===== config.mk =====
export PLATFORM = sky130hd
export DESIGN_NAME = btn_event_gen
export DESIGN_NICKNAME = d
export VERILOG_FILES = /design/src/rtl/btn_event_gen.sv
export SDC_FILE = /design/constraint.sdc
export NUM_CORES = 1
export LEC_CHECK = 0
export BUFFER_PORTS_ARGS = -buffer_cell sky130_fd_sc_hd__buf_2
export CORE_MARGIN = 5
export CORE_UTILIZATION = 40
export CTS_CLUSTER_SIZE = 20
export DETAILED_ROUTE_END_ITERATION = 6
export PLACE_DENSITY = 0.65
export SLEW_MARGIN = 5
export SYNTH_ARGS = -nofsm -noshare
export SYNTH_HDL_FRONTEND = slang
export SYNTH_SLANG_ARGS = --single-unit

===== constraint.sdc =====
create_clock -name i_clk -period 2.3 [get_ports i_clk]
set_input_delay 0.575 -clock i_clk [delete_from_list [all_inputs] [get_ports i_clk]]
set_output_delay 0.575 -clock i_clk [all_outputs]
set_load 0.02 [all_outputs]

===== src/rtl/btn_event_gen.sv =====
// btn_event_gen: per-channel sync, debounce, press/release pulses and sticky events.
// Define BTN_AUTOREPEAT_EN to build the long-press HOLD state and auto-repeat.
module btn_event_gen #(
    parameter int NUM_BTN         = 2,
    parameter int ACTIVE_LOW      = 1,
    parameter int MIN_PULSE_WIDTH = 25000,
    parameter int HOLD_DELAY      = 20000000,
    parameter int REPEAT_PERIOD   = 4000000
) (
    input  logic               i_clk,
    input  logic               reset_n,
    input  logic [NUM_BTN-1:0] i_btn,
    input  logic [NUM_BTN-1:0] i_evt_clr,
    output logic [NUM_BTN-1:0] o_btn,
    output logic [NUM_BTN-1:0] o_press,
    output logic [NUM_BTN-1:0] o_release,
    output logic [NUM_BTN-1:0] o_repeat,
    output logic [NUM_BTN-1:0] o_hold,
    output logic [NUM_BTN-1:0] o_evt
);

    localparam logic INV = (ACTIVE_LOW != 0);
    localparam int DW = $clog2(MIN_PULSE_WIDTH);
    localparam logic [DW-1:0] DB_LAST = DW'(MIN_PULSE_WIDTH - 1);

`ifdef BTN_AUTOREPEAT_EN
    localparam int HMAX = (HOLD_DELAY > REPEAT_PERIOD) ? HOLD_DELAY : REPEAT_PERIOD;
    localparam int HW = $clog2(HMAX);
    localparam logic [HW-1:0] HD_LAST = HW'(HOLD_DELAY - 1);
    localparam logic [HW-1:0] RP_LAST = HW'(REPEAT_PERIOD - 1);

    typedef enum logic [1:0] {
        IDLE,
        PRESSED,
        HOLD
    } state_t;
`else
    typedef enum logic {
        IDLE,
        PRESSED
    } state_t;
`endif

    if (NUM_BTN < 1 || NUM_BTN > 16 || MIN_PULSE_WIDTH < 2 ||
        HOLD_DELAY < 2 || REPEAT_PERIOD < 2) begin : g_bad_param
        $error("btn_event_gen: parameter out of range");
    end

    for (genvar i = 0; i < NUM_BTN; i++) begin : g_ch
        logic          sync1;
        logic          sync2;
        logic          s;
        logic          lvl;
        logic          rise;
        logic          fall;
        logic          press;
        logic          rel;
        logic          rpt;
        logic          evt;
        logic [DW-1:0] db_cnt;
        state_t        state;

        // Synchronisers reset to the raw released level so s starts at 0
        assign s    = sync2 ^ INV;
        assign rise = s & ~lvl & (db_cnt == DB_LAST);
        assign fall = ~s & lvl & (db_cnt == DB_LAST);

        always_ff @(posedge i_clk) begin
            if (!reset_n) begin
                sync1  <= INV;
                sync2  <= INV;
                lvl    <= 1'b0;
                db_cnt <= '0;
            end else begin
                sync1 <= i_btn[i];
                sync2 <= sync1;
                if (s == lvl) begin
                    db_cnt <= '0;
                end else if (db_cnt == DB_LAST) begin
                    lvl    <= s;
                    db_cnt <= '0;
                end else begin
                    db_cnt <= db_cnt + 1'b1;
                end
            end
        end

`ifdef BTN_AUTOREPEAT_EN
        logic          hold;
        logic [HW-1:0] h_cnt;

        // Release takes priority over a terminal count on the same edge
        always_ff @(posedge i_clk) begin
            if (!reset_n) begin
                state <= IDLE;
                h_cnt <= '0;
                press <= 1'b0;
                rel   <= 1'b0;
                rpt   <= 1'b0;
                hold  <= 1'b0;
            end else begin
                press <= 1'b0;
                rel   <= 1'b0;
                rpt   <= 1'b0;
                unique case (state)
                    IDLE: begin
                        if (rise) begin
                            state <= PRESSED;
                            press <= 1'b1;
                            h_cnt <= '0;
                        end
                    end
                    PRESSED: begin
                        if (fall) begin
                            state <= IDLE;
                            rel   <= 1'b1;
                            h_cnt <= '0;
                        end else if (h_cnt == HD_LAST) begin
                            state <= HOLD;
                            rpt   <= 1'b1;
                            hold  <= 1'b1;
                            h_cnt <= '0;
                        end else begin
                            h_cnt <= h_cnt + 1'b1;
                        end
                    end
                    HOLD: begin
                        if (fall) begin
                            state <= IDLE;
                            rel   <= 1'b1;
                            hold  <= 1'b0;
                            h_cnt <= '0;
                        end else if (h_cnt == RP_LAST) begin
                            rpt   <= 1'b1;
                            h_cnt <= '0;
                        end else begin
                            h_cnt <= h_cnt + 1'b1;
                        end
                    end
                    default: begin
                        state <= IDLE;
                        hold  <= 1'b0;
                        h_cnt <= '0;
                    end
                endcase
            end
        end

        assign o_repeat[i] = rpt;
        assign o_hold[i]   = hold;
`else
        always_ff @(posedge i_clk) begin
            if (!reset_n) begin
                state <= IDLE;
                press <= 1'b0;
                rel   <= 1'b0;
            end else begin
                press <= 1'b0;
                rel   <= 1'b0;
                unique case (state)
                    IDLE: begin
                        if (rise) begin
                            state <= PRESSED;
                            press <= 1'b1;
                        end
                    end
                    PRESSED: begin
                        if (fall) begin
                            state <= IDLE;
                            rel   <= 1'b1;
                        end
                    end
                endcase
            end
        end

        assign rpt         = 1'b0;
        assign o_repeat[i] = 1'b0;
        assign o_hold[i]   = 1'b0;
`endif

        // Set beats clear when both land on the same edge
        always_ff @(posedge i_clk) begin
            if (!reset_n) begin
                evt <= 1'b0;
            end else begin
                evt <= press | rpt | (evt & ~i_evt_clr[i]);
            end
        end

        assign o_btn[i]     = lvl;
        assign o_press[i]   = press;
        assign o_release[i] = rel;
        assign o_evt[i]     = evt;
    end

endmodule


==> impl_metrics.py <==
metrics = {
    "clocking": {
        "clkLatencyLatePin_ns": 0.29,
        "cts.path.max_buffers": 2,
        "cts_resized": 0,
        "cts-root-buf": "clkbuf_8",
        "post_cts_buffers": 0,
        "cts_tree": "yes",
        "cts_hold_buffers": 0,
        "cts.htree.levels": 2,
        "numCtsBuffers": 5,
        "numClockSinks": 44,
        "clk_pin_slew_worst_paths_ns": 0.08,
    },
    "place": {
        "port_buffers": 13,
        "dpl.cell_count": 285,
        "place_congestion": 0.806,
        "dp_hpwl_mm": 2.22,
    },
    "sta": {
        "drv_slew": 0,
        "skew_ns": 0.00790,
        "rsz0062_at_grt": "false",
        "setup_tns_ns": 0,
        "hold_viol": 0,
        "finalCriticalPeriod_ns": 1.83,
        "fmax_mhz": 547,
        "whs_ns": 0.427,
        "setup_viol": 0,
        "post-route-period-util_pct": 79.4,
    },
    "critical_path": {
        "r2r-end": "g_ch[0].db_cnt[3]$_SDFF_PP0_",
        "end_kind": "flop",
        "required_ns": 2.48,
        "cpMaxStageDelayCell": "or4_4",
        "cp_top_family": "simple AND/OR/NAND/NOR gates",
        "reg2reg_slack_ns": 0.47,
        "start_kind": "flop",
        "cp.buffers_inverters": 1,
        "crit_type": "flop to flop",
        "r2r_start": "g_ch[0].db_cnt[11]$_SDFF_PP0_",
        "max_stage_delay_ns": 0.54,
        "ff2ff_path_depth": 5,
        "worst-path-max-fanout": 15,
        "arrival_ns": 2.01,
        "crit_chain": "or4_4 -> nor4_1 -> or3_1 -> buf_4 -> nor2_1",
    },
    "synth": {
        "synth_top_area_share_pct": 45.2,
        "synth.top_cells.by_area": "dfxtp_1 45%, xnor2_1 9.0%, nor2_1 7.3%",
        "synth_cell_types": 31,
        "synth_seq_cells": 44,
        "yosysSeqAreaShare_pct": 45.2,
        "synth-edff-count": 0,
        "synthesis.instances": 217,
        "synthArstFlopShare_pct": 0,
        "yosysTopAreaCell": "dfxtp_1",
        "yosys_warnings": 0,
        "synth.most_common_cell": "dfxtp_1",
        "syn_area_sq_um": 1950,
        "synth_area_per_cell_sq_um": 8.97,
        "synthTopCellsByCount": "44 x dfxtp_1, 38 x nor2_1, 20 x xnor2_1",
        "ys.flop_type": "dfxtp_1",
    },
    "finish": {
        "diodes": 0,
        "nets": 237,
        "areaGrowthSynthToFinish_pct": 10.4,
        "layout-drive-gt1-share_pct": 11.9,
        "stdcell_count": 293,
        "final_util_pct": 45.5,
    },
    "drt": {
        "drc": 0,
        "wl_per_cell_um": 11.0,
        "first_iter_violations": 95,
        "vias_per_cell": 4.66,
        "dr.pass1.iters": 4,
        "ant_nets": 0,
        "routed_wl_mm": 3.22,
        "vias": 1364,
    },
    "floorplan": {
        "fp.dieW_um": 79.8,
        "start_util_pct": 41.2,
        "core_sq_um": 4720,
        "io_pins": 18,
        "dieArea_sq_um": 6360,
        "fp.dieH_um": 79.8,
        "row_count": 25,
    },
    "power_and_ir_drop": {
        "p_int_mw": 1.32,
        "pwr-share-seq_pct": 48.1,
        "combPwrFrac_pct": 1.8,
        "pwr-share-clk_pct": 50.1,
        "swShare_pct": 17.5,
        "p_leak_nw": 0.723,
        "ir_drop_uv": 294,
        "pwr_density_cell_nw_per_um2": 743,
        "switchingPower_uw": 279,
    },
    "global_route": {
        "grt_pass1_vias": 1270,
        "grt_max_degree": 16,
        "grt_use_total_pct": 11.3,
        "grt_pass1_wl_mm": 5.69,
        "antenna_found_initial": 0,
        "grt.overflow.total": 0,
    },
    "outcome": {
        "status": "completed",
    },
    "min_path": {
        "hold_depth": 1,
        "hold_path_class": "flop to flop",
        "min_from": "g_ch[1].sync1$_SDFF_PN1_",
        "hold-path-endpoint": "g_ch[1].sync2$_SDFF_PN1_",
    },
    "job": {
        "drv_cap": 0,
    },
}
-- cells in the final DEF, fill, tap and decap left out --
| master | instances |
|---|---|
| a21oi_1 | 5 |
| o21ai_1 | 1 |
| or4_4 | 3 |
| xor2_1 | 4 |
| bufinv_16 | 3 |
| a211oi_1 | 1 |
| nor3_1 | 6 |
| inv_1 | 16 |
| nor4_4 | 1 |
| buf_4 | 2 |
| or4_1 | 2 |
| nand2_1 | 14 |
| o21a_1 | 1 |
| xnor2_1 | 20 |
| buf_2 | 13 |
| or3_1 | 3 |
| nand2b_1 | 5 |
| a41o_1 | 1 |
| nand3_1 | 7 |
| ha_1 | 6 |
| nor2_1 | 38 |
| a311oi_1 | 1 |
| clkbuf_8 | 5 |
| conb_1 | 4 |
| a21boi_0 | 1 |
| o311a_1 | 1 |
| nand4_1 | 4 |
| nor4_1 | 9 |
| nor3b_1 | 1 |
| or4b_1 | 2 |
| o31ai_1 | 2 |
| dfxtp_1 | 44 |
-- registers in the layout, indices dropped and copies added, names as in the netlist --
| name | flops |
|---|---|
| g_ch.evt | 2 |
| g_ch.state | 2 |
| g_ch.rel | 2 |
| g_ch.sync2 | 2 |
| g_ch.press | 2 |
| g_ch.sync1 | 2 |
| g_ch.lvl | 2 |
| g_ch.db_cnt | 30 |
-- metrics by stage --
step           setup WS, ns  power (mW)  area, sq um
5_1_grt               0.376        1.66         2150
3_5_place_dp          0.479       0.814         1990
3_3_place_gp          0.459       0.813         1990
4_1_cts               0.462        1.62         2150
2_1_floorplan         0.538       0.813         1960
6_report              0.473        1.60         2150
-- worst max-delay path by stage --
stage,to,cells past startpoint,slack (ns),from
final,g_ch[0].db_cnt[3]$_SDFF_PP0_,5,0.47,g_ch[0].db_cnt[11]$_SDFF_PP0_
after global placement,g_ch[0].db_cnt[10]$_SDFF_PP0_,5,0.46,g_ch[0].db_cnt[11]$_SDFF_PP0_
after global routing,g_ch[1].db_cnt[11]$_SDFF_PP0_,6,0.38,g_ch[1].db_cnt[0]$_SDFF_PP0_
after CTS,g_ch[0].db_cnt[3]$_SDFF_PP0_,5,0.46,g_ch[0].db_cnt[11]$_SDFF_PP0_
after detailed placement,g_ch[0].db_cnt[5]$_SDFF_PP0_,5,0.48,g_ch[0].db_cnt[11]$_SDFF_PP0_
after floorplan,g_ch[0].lvl$_SDFFE_PN0P_,3,0.54,g_ch[0].db_cnt[11]$_SDFF_PP0_
-- worst reg2reg max path: cells and delay by family (launching register included) --
family / cells / cell delay, ns
and+or+nand+nor: 4 / 1.20
buffers and inverters: 1 / 0.19
DFF: 1 / 0.34
-- power by group through the flow --
stage               Sequential, mW  Clock [mW]  Combinational, mW
finish                       0.767       0.800             0.0283
global route                 0.768       0.857             0.0321
CTS                          0.768       0.821             0.0287
detailed placement           0.786           0             0.0281
global placement             0.785           0             0.0280
floorplan                    0.785           0             0.0278
-- cell families after synthesis --
kind of cell	synth area share (%)
compound gates	4.95
xor+xnor	10.8
fa+ha+maj	3.86
buf+inv	9.83
flops	45.2
other cells	0.193
simple gates	25.1
-- final cells by class --
class / count / area, sq um
Multi-Input combinational cell: 143 / 886
Fill cell: 458 / 2570
Sequential cell: 44 / 881
Clock inverter: 3 / 90.1
Inverter: 16 / 60.1
Clock buffer: 5 / 68.8
Timing Repair Buffer: 15 / 80.1
Tap cell: 67 / 83.8
-- metal layers --
metal  routed length (um)  GRT usage, %
met1                 1630          14.2
met2                 1370          17.5
met3                  175          3.61
met4                   49          5.07
met5                    0             0
Power figures use the tool's default switching activity.
